## config.mk

```make
export PLATFORM = sky130hd
export DESIGN_NAME = alu16_pipe
export DESIGN_NICKNAME = d
export VERILOG_FILES = /design/src/rtl/alu16_pipe.sv
export SDC_FILE = /design/constraint.sdc
export NUM_CORES = 1
export LEC_CHECK = 0
export CAP_MARGIN = 20
export CORE_MARGIN = 10
export CORE_UTILIZATION = 45
export DETAILED_ROUTE_END_ITERATION = 8
export PLACE_DENSITY = 0.82
export SLEW_MARGIN = 20
export SYNTH_ARGS = -nofsm -noshare
export SYNTH_HDL_FRONTEND = slang
export SYNTH_SLANG_ARGS = --single-unit
```

## constraint.sdc

```tcl
create_clock -name clock -period 5.8 [get_ports clock]
set_input_delay 0.87 -clock clock [delete_from_list [all_inputs] [get_ports clock]]
set_output_delay 0.87 -clock clock [all_outputs]
set_load 0.1 [all_outputs]
```

## src/rtl/alu16_pipe.sv

```systemverilog
// ---------------------------------------------------------------------------
// alu16_pipe
//
// Hack-style 16-bit ALU followed by a 2-entry in-order result buffer with a
// valid/ready handshake on both sides.
//
// The ALU result and its zr/ng flags are computed combinationally from the
// inputs. They are captured into the buffer on an accepting edge.
//
// Ports
//   clock      : sole clock; all state updates on its rising edge
//   reset      : asynchronous, active-high; clears all state
//   in_valid   : upstream presents an operation
//   in_ready   : an operation can be accepted this cycle (count < 2)
//   x, y       : 16-bit operands
//   zx..no     : Hack ALU control bits
//   out_valid  : head result is valid (count > 0)
//   out_ready  : downstream consumes the head result
//   out        : head result value
//   zr, ng     : head result flags (== 0, bit 15)
//   ops_done   : wrapping count of results consumed downstream
// ---------------------------------------------------------------------------
module alu16_pipe #(
    parameter int CNT_W = 8
) (
    input  logic             clock,
    input  logic             reset,
    input  logic             in_valid,
    output logic             in_ready,
    input  logic [15:0]      x,
    input  logic [15:0]      y,
    input  logic             zx,
    input  logic             nx,
    input  logic             zy,
    input  logic             ny,
    input  logic             f,
    input  logic             no,
    output logic             out_valid,
    input  logic             out_ready,
    output logic [15:0]      out,
    output logic             zr,
    output logic             ng,
    output logic [CNT_W-1:0] ops_done
);

    // Buffer entries are packed as {zr, ng, value}.
    localparam int ENT_W = 18;

    logic [1:0]       count_q, count_d;
    logic [ENT_W-1:0] head_q, head_d;
    logic [ENT_W-1:0] spare_q, spare_d;
    logic [CNT_W-1:0] ops_q, ops_d;

    // ALU datapath.
    logic [15:0]      x1, x2, y1, y2, o_val, r_val;
    logic [ENT_W-1:0] new_entry;

    always_comb begin
        x1        = zx ? 16'h0000 : x;
        x2        = nx ? ~x1 : x1;
        y1        = zy ? 16'h0000 : y;
        y2        = ny ? ~y1 : y1;
        o_val     = f ? (x2 + y2) : (x2 & y2);  // 16-bit sum, carry dropped
        r_val     = no ? ~o_val : o_val;
        new_entry = {(r_val == 16'h0000), r_val[15], r_val};
    end

    // Handshake; both ready and valid depend only on registered count.
    logic accept, pop;

    assign in_ready  = (count_q != 2'd2);
    assign out_valid = (count_q != 2'd0);
    assign accept    = in_valid && in_ready;
    assign pop       = out_valid && out_ready;

    // The head register doubles as the output register. It is only
    // overwritten when a newer result becomes head, so when the buffer
    // drains it keeps showing the last popped result.
    always_comb begin
        head_d  = head_q;
        spare_d = spare_q;
        count_d = count_q;
        ops_d   = ops_q;

        if (pop && (count_q == 2'd2)) begin
            head_d = spare_q;
        end else if (accept && ((count_q == 2'd0) || pop)) begin
            head_d = new_entry;
        end else if (accept) begin
            spare_d = new_entry;
        end

        case ({accept, pop})
            2'b10:   count_d = count_q + 2'd1;
            2'b01:   count_d = count_q - 2'd1;
            default: count_d = count_q;
        endcase

        if (pop) begin
            ops_d = ops_q + CNT_W'(1);
        end
    end

    always_ff @(posedge clock or posedge reset) begin
        if (reset) begin
            count_q <= 2'd0;
            head_q  <= '0;
            spare_q <= '0;
            ops_q   <= '0;
        end else begin
            count_q <= count_d;
            head_q  <= head_d;
            spare_q <= spare_d;
            ops_q   <= ops_d;
        end
    end

    assign out      = head_q[15:0];
    assign ng       = head_q[16];
    assign zr       = head_q[17];
    assign ops_done = ops_q;

endmodule
```

==> flow_summary.toml, run 1 <==
[outcome]
status = "finished, final reports clean"

[grt]
grt_max_degree = 45
antenna_found_initial = 0
grt_usage_pct = 13.2
grt_overflow = 0
grt_pass1_vias = 3261
grt_pass1_wl_um = 14600

[worst_setup_path]
worstPathRequired_ns = 6.03
critical_path.startpoint_type = "input port"
cp.arrival_ns = 4.63
end_kind = "register"
worstPathMaxFanout = 16
critPathKind = "input port to register"

[cells_and_area]
instances_no_fill = 592
multi_input_area_sq_um = 2470
antenna-diode-count = 0
fin_area_sq_um = 4560
area_growth_pct = 23.5
regArea_sq_um = 1100
final_nets = 550
fill_cells = 693
layout-drive-gt1-share_pct = 6.94

[timing]
slew_headroom_pct = 32.2
fmax_mhz = 227
rsz0062_at_grt = "no"
tns_ns = 0
worst_pin_slew_ns = 1.01
fin_crit_sh_pct = 75.8
final_hold_viol_count = 0
fin_ws_ns = 1.40
skew_ns = 0.00688
setup_viol = 0
drv_slew = 0
holdWs_ns = 0.478
fin_crit_ns = 4.40

[clock_tree]
cts_hold_buf = 0
clockBufferDepth = 2
path_clk_slew_ns = 0.08
cts_sinks = 44
cts_setup_buffers = 0
clock_latency_ns = 0.30
cts_buffers = 5
cts_tree = "done"
cts_resized = 0
cts-htree-levels = 2
root_buffer = "clkbuf_8"

[route]
post_drt_wl_per_cell_um = 14.1
drt_pass1_iterations = 5
wirelength_um = 8350
dr_total_vias = 3231
drt-initial-drc-count = 214
vias_per_cell = 5.46
drc = 0
ant_nets = 0

[yosys]
synth_top_area_share_pct = 29.9
synth_area_per_cell_sq_um = 8.56
ys_seq_area_share_pct = 29.9
synthArstFlopShare_pct = 100
synth-main-ff-cell = "dfrtp_1"
syn_nets = 492
synth_area_leaders = "dfrtp_1 30%, xnor2_1 12%, ha_1 6.1%"
netlist_area_sq_um = 3690
ys_types = 60
yosysWarningCount = 0
ys_ff_latch = 44
synth_cells = 431
synth_edf_count = 0
synth_top_area_cell = "dfrtp_1"

[floorplanning]
die_w_um = 111
core_area_sq_um = 7850
fp-row-count = 32
die_h_um = 111
start_util_pct = 47.0
die_area_sq_um = 12200
pin_count = 70

[power_and_ir_drop]
p_leak_nw = 1.83
power_density_nw_per_um2 = 480
ir_drop_mv = 0.241

[placement]
place_congestion = 0.871
postPlaceCellArea_sq_um = 4460
dp_hpwl_um = 6660
dp_cells = 584
io_buffers = 69
post-place-ws_ns = 1.09

[flow_run]
max_cap_violations = 0

[worst_hold_path]
hold_class = "register to register"
-- cell type report --
type,instances,share of cell area [%]
multi-input cells,356,54.3
flip-flops and latches,44,24.2
repair buffers,75,16.1
well taps,102,2.80
clock buffers,6,1.81
inverters,7,0.577
clock inverters,2,0.220
-- critical path, stage by stage --
cell and delay [ns]:
clkdlybuf4s50_1 0.58, nand2b_1 0.24, xnor2_1 0.13, ha_1 0.26, fa_1 0.46, a211oi_2 0.24
o211a_1 0.25, a211oi_1 0.11, or4_1 0.46, a31oi_1 0.21, xnor2_1 0.14, or4_1 0.54
o21ai_1 0.12
-- synth_stat cells, types with 3 or more instances --
library cell / n
xnor2_1: 50
dfrtp_1: 44
nand2_1: 41
nand2b_1: 36
o21ai_0: 35
a21oi_1: 26
ha_1: 18
nor2_1: 18
clkbuf_1: 17
nand3_1: 14
mux2_2: 12
xor2_1: 10
mux2i_1: 8
and2_1: 7
inv_1: 7
nor3_1: 7
nand4_1: 5
o211ai_1: 5
or4_1: 5
a31oi_1: 4
nor2b_1: 4
a211oi_1: 3
a22oi_1: 3
buf_1: 3
nand3b_1: 3
o21a_1: 3
-- worst paths after layout --
path / startpoint / end / slack [ns] / cells after the start
max reg2reg: count_q[0] / head_q[17] / 3.78 / 6
min reg2reg: head_q[6] / head_q[6] / 0.48 / 2
min: head_q[6] / head_q[6] / 0.48 / 2
max in group asynchronous: reset / head_q[12] / 4.41 / 3
min in group asynchronous: reset / ops_done[7] / 1.02 / 3
max: zx / head_q[17] / 1.40 / 13
-- per-layer routing --
layer  up-vias  wire length (um)  track usage [%]
met5         -                 0                0
met4         0                66             2.94
met3         7               625             4.32
met2       103              3720             21.0
met1      1481              3940             16.8
li1       1640                 -                -
-- where the power goes --
group | switching, W | internal [W]
Clock | 0.000100 | 0.0000950
Combinational | 0.00102 | 0.000429
Sequential | 0.0000949 | 0.000446
-- through the flow --
| stage | power, W | utilization [%] |
|---|---|---|
| after floorplan | 0.00167 | - |
| after global placement | 0.00197 | 56.8 |
| after detailed placement | 0.00200 | 56.8 |
| after CTS | 0.00220 | 58.0 |
| after global routing | 0.00232 | 58.1 |
| final | 0.00219 | 58.1 |
-- placed cells by master, fill, tap and decap left out, drive strengths merged, types with 4 or more instances in the layout --
cell           count
inv                7
buf                6
xor2              10
o211ai             5
nand4              5
xnor2             50
and2               7
nor3               7
a21oi             26
nor2b              4
ha                18
nand2b            36
nor2              18
dfrtp             44
nand2             41
clkbuf             6
mux2i              8
mux2              12
a211oi             4
or4                5
nand3             14
a31oi              4
clkdlybuf4s50     69
o21ai             36
-- state kept, by name (all words and copies together), names as in the netlist --
register and flops:
count_q 2, ops_done 8, spare_q 17, head_q 17
-- logic make-up (layout without fill, tap and decap cells) --
logic type                 after synthesis  after routing  synth area share (%)
xor gates and xnor gates                60             60                  14.2
AOI/OAI and AO/OA                      101            101                  17.2
adders and majority gates               19             19                  6.65
DFF                                     44             44                  29.9
and+or+nand+nor                        156            156                  22.8
muxes                                   20             20                  5.83
buffers and inverters                   31             90                  3.43
(Power assumes the default switching activity.)
==> run 2: changes to the inputs <==
PLACE_DENSITY = 0.84   (was 0.82)
clock period = 3.72 ns   (was 5.8 ns; I/O delays follow)
==> run 2 against run 1 <==
Effect of this change:
- first-iteration DRC count is 34% lower
- setup slack worse by 1.3 ns
- critical endpoint unchanged
- highest routed layer unchanged
- flip-flop and latch count stayed put
- global-route usage is 1.1 points higher
- cell area is 12% higher
- sequential power is 56% higher
- wire length is 12% higher
- critical path depth stayed put
- clock-buffer cell count stayed put
- utilization is 7.2 points higher
- die area stayed put
==> flow_summary.toml, run 2 (synthesis results as in run 1) <==
[worst_setup_path]
crit_slowest_cell = "or4_1"
critical_path.startpoint_type = "input port"
critPathMaxStageDelay_ns = 0.54
worstPathRequired_ns = 3.95
critPathKind = "input port to register"
worstPathCellList = "clkdlybuf4s50_1 -> nand2b_1 -> xnor2_1 -> ha_1 -> fa_2 -> a211oi_2 -> o211a_1 -> a211oi_1 -> or4_4 -> a31oi_4 -> xnor2_2 -> or4_1 -> o21ai_1"
worstPathMaxFanout = 3
end_kind = "register"
cp.arrival_ns = 3.85

[timing]
setup_viol = 0
final_hold_viol_count = 0
fmax_mhz = 276
holdWs_ns = 0.481
drv_slew = 0
slew_headroom_pct = 32.5
skew_ns = 0.00487
worst_pin_slew_ns = 1.01
rsz0062_at_grt = "yes"
fin_crit_ns = 3.63
fin_ws_ns = 0.0915
fin_crit_sh_pct = 97.5

[flow_run]
max_cap_violations = 0

[grt]
grt_overflow = 0
grt_pass1_vias = 3473
grt_usage_pct = 14.2
grt_max_degree = 31
grt_pass1_wl_um = 15700
antenna_found_initial = 0

[cells_and_area]
area_growth_pct = 38.8
final_common_cell = "clkdlybuf4s50_1"
layout-drive-gt1-share_pct = 19.6
fin_area_sq_um = 5120
fill_cells = 666
final_nets = 607
antenna-diode-count = 0
final_cell_mix = "65 x clkdlybuf4s50_1, 59 x buf_4, 45 x xnor2_1"

[power_and_ir_drop]
power_density_nw_per_um2 = 707
ir_drop_mv = 0.364
sw_frac_of_total_pct = 54.2
power.switching_w = 0.00196
clockPowerShare_pct = 7.7
power_w = 0.00362
p_leak_nw = 2.17
seqPwrFrac_pct = 23.4
combPwrFrac_pct = 68.9
internal_power_w = 0.00166

[placement]
post-place-ws_ns = -0.354
postPlaceCellArea_sq_um = 4840
dp_hpwl_um = 7470
io_buffers = 69
place_congestion = 0.886

[floorplanning]
fp-row-count = 32
start_util_pct = 47.0
pin_count = 70
die_w_um = 111
core_area_sq_um = 7850
die_area_sq_um = 12200
die_h_um = 111

[outcome]
status = "finished, final reports clean"

[clock_tree]
cts-htree-levels = 2
clock_latency_ns = 0.30
root_buffer = "clkbuf_8"
cts_tree = "done"
cts_sinks = 44
clockBufferDepth = 2
cts_buffers = 5
cts_hold_buf = 0
path_clk_slew_ns = 0.07

[route]
ant_nets = 0
vias_per_cell = 5.42
drt_pass1_iterations = 4
drc = 0
drt-initial-drc-count = 142
dr_total_vias = 3512
post_drt_wl_per_cell_um = 14.4
wirelength_um = 9330

[worst_hold_path]
hold_class = "register to register"
-- run 2: critical path: cells and delay by family --
family,cells,cell delay (ns)
AND/OR/NAND/NOR,3,1.11
AO/OA/AOI/OAI,5,0.91
adder cells (fa/ha/maj),2,0.58
buffers and inverters,1,0.47
XOR/XNOR,2,0.21
-- run 2: routing by layer --
layer | vias to the layer above | part of all wire, % | global-route usage [%]
li1 | 1754 | - | -
met1 | 1625 | 43 | 16.8
met2 | 121 | 49 | 24.8
met3 | 12 | 7.3 | 4.16
met4 | 0 | 1.0 | 3.02
met5 | - | 0 | 0
-- run 2: what timing repair did --
action	in CTS	in global routing
setup endpoints to repair	2	5
pin swaps	1	16
resized for setup	5	24
endpoints found under the hold margin	0	0
cloned	0	0
buffers inserted	0	6
-- run 2: layout make-up --
| class | instances | area [sq um] | share of cell area (%) |
|---|---|---|---|
| tap | 102 | 128 | 2.49 |
| timing repair buffer | 132 | 1190 | 23.2 |
| clock inverter | 1 | 5.00 | 0.0977 |
| sequential | 44 | 1100 | 21.5 |
| multi-input combinational | 356 | 2600 | 50.8 |
| inverter | 7 | 26.3 | 0.513 |
| clock buffer | 6 | 72.6 | 1.42 |
-- run 2: worst paths after layout --
path | end | start | slack (ns) | cells past startpoint
worst max-delay path | head_q[17] | y[0] | 0.09 | 13
worst min-delay path | head_q[13] | head_q[13] | 0.48 | 2
worst max register to register | head_q[17] | count_q[0] | 1.53 | 6
worst min register to register | head_q[13] | head_q[13] | 0.48 | 2
max in group asynchronous | head_q[13] | reset | 2.45 | 3
min in group asynchronous | spare_q[7] | reset | 0.56 | 2
-- run 2: power groups by stage --
stage	Sequential [W]	Clock, W	Combinational, W
2_1_floorplan	0.00169	0	0.000910
3_3_place_gp	0.000837	0	0.00237
3_5_place_dp	0.000855	0	0.00242
4_1_cts	0.000846	0.000285	0.00244
5_1_grt	0.000878	0.000308	0.00266
6_report	0.000845	0.000279	0.00250
-- run 2: through the flow --
step | utilization, % | setup TNS (ns) | cells
2_1_floorplan | - | 0 | 431
3_3_place_gp | 61.7 | -0.854 | 635
3_5_place_dp | 61.7 | -1.55 | 635
4_1_cts | 62.9 | 0 | 642
5_1_grt | 65.3 | -0.0509 | 648
6_report | 65.3 | 0 | 648
==> run 3: changes to the inputs <==
CORE_MARGIN = 2   (was 10)
==> run 3 against run 2 <==
Effect of this change:
- utilization fell by 3.4 points
- critical path type unchanged
- critical endpoint unchanged
- die area fell by 27%
- global-route usage rose by 5.6 points
- first-iteration DRC count fell by 20%
==> flow_summary.toml, run 3 (synthesis results as in run 1) <==
[outcome]
status = "finished, final reports clean"

[grt]
grt_pass1_wl_um = 14700
grt_pass1_vias = 3417
grt_max_degree = 45
grt_overflow = 0
antenna_found_initial = 0
grt_usage_pct = 19.9

[worst_hold_path]
hold_end = "ops_done[7]"
hold_start = "ops_done[7]"
min_path_cells = 1
hold_class = "register to register"

[worst_setup_path]
reg2reg_from = "count_q[0]"
r2r_cells = 6
end_kind = "register"
r2r_end = "head_q[17]"
critical_path.startpoint_type = "input port"
cp.arrival_ns = 3.78
worstPathRequired_ns = 3.96
reg2reg_slack_ns = 1.68
worstPathMaxFanout = 4
critPathKind = "input port to register"

[route]
drt-initial-drc-count = 114
post_drt_wl_per_cell_um = 13.1
dr_total_vias = 3462
wirelength_um = 8480
drt_pass1_iterations = 4
vias_per_cell = 5.37
drc = 0
ant_nets = 0

[placement]
dp_hpwl_um = 6830
io_buffers = 69
postPlaceCellArea_sq_um = 4830
place_congestion = 0.871
post-place-ws_ns = -0.310

[cells_and_area]
regArea_sq_um = 1100
final_cell_mix = "63 x clkdlybuf4s50_1, 55 x buf_4, 48 x xnor2_1"
fill_cells = 697
antenna-diode-count = 0
layout-drive-gt1-share_pct = 17.6
final_nets = 600
fin_area_sq_um = 5010
multi_input_area_sq_um = 2520
final_common_cell = "clkdlybuf4s50_1"
area_growth_pct = 35.8
fin_util_pct = 61.9

[floorplanning]
core_area_sq_um = 8090
fp-row-count = 33
die_w_um = 94.5
die_area_sq_um = 8940
pin_count = 70
die_h_um = 94.5
start_util_pct = 45.6

[timing]
fin_ws_ns = 0.177
rsz0062_at_grt = "no"
final_hold_viol_count = 0
skew_ns = 0.00786
setup_viol = 0
holdWs_ns = 0.482
fin_crit_sh_pct = 95.2
fin_crit_ns = 3.54
tns_ns = 0
fmax_mhz = 282
drv_slew = 0
worst_pin_slew_ns = 1.01
slew_headroom_pct = 32.3

[clock_tree]
cts_hold_buf = 0
clockBufferDepth = 2
cts_sinks = 44
path_clk_slew_ns = 0.08
cts_tree = "done"
cts_setup_buffers = 0
cts-htree-levels = 2
clock_latency_ns = 0.30
cts_buffers = 5
root_buffer = "clkbuf_8"

[power_and_ir_drop]
power_density_nw_per_um2 = 715
p_leak_nw = 2.13
ir_drop_mv = 0.339

[flow_run]
max_cap_violations = 0
[run 3: worst max path at each step]
stage                              to  from  slack (ns)  cells after the start
after floorplan            head_q[17]    ny        0.04                     13
after global placement     head_q[17]    zx       -0.25                     13
after detailed placement  spare_q[17]    zx       -0.31                     13
after CTS                  head_q[17]    zx        0.03                     13
after global routing       head_q[17]  y[1]        0.05                     12
final                      head_q[17]  y[1]        0.18                     12
[run 3: layer usage]
layer	track usage, %	share of wire (%)	vias up	routed length [um]
met5	0	0	-	0
met4	5.31	0.87	0	74
met3	3.03	5.2	8	441
met2	37.3	50	109	4260
met1	23.5	44	1607	3700
li1	-	-	1738	-
[run 3: power by group]
group	internal, W	switching [W]	leakage (nW)
clock	0.000150	0.000164	0.0434
combinational	0.000796	0.00163	1.55
sequential	0.000696	0.000149	0.544
total	0.00164	0.00194	2.13
[run 3: through the flow]
step	std cells	total power, W
finish	645	0.00358
global route	645	0.00380
CTS	645	0.00358
detailed placement	637	0.00326
global placement	637	0.00320
floorplan	431	0.00260
[run 3: cell type report]
| class | instances | share of cell area (%) |
|---|---|---|
| Timing Repair Buffer | 125 | 22.6 |
| Clock inverter | 2 | 0.300 |
| Sequential cell | 44 | 22.0 |
| Clock buffer | 6 | 1.65 |
| Multi-Input combinational cell | 356 | 50.4 |
| Tap cell | 105 | 2.62 |
| Inverter | 7 | 0.524 |
[run 3: critical path, cell delays in order]
cell	delay, ns
clkdlybuf4s50_1	0.46
nand2b_1	0.08
xnor2_1	0.17
fa_2	0.39
a211oi_2	0.25
o211a_1	0.25
a211oi_2	0.10
or4_1	0.54
a31oi_2	0.23
xnor2_2	0.10
or4_1	0.51
o21ai_1	0.14
[run 3: what timing repair did]
action,in CTS,in global routing
cloned,0,0
setup endpoints to repair,1,4
endpoints found under the hold margin,0,0
pin swaps,0,15
resized for setup,1,17
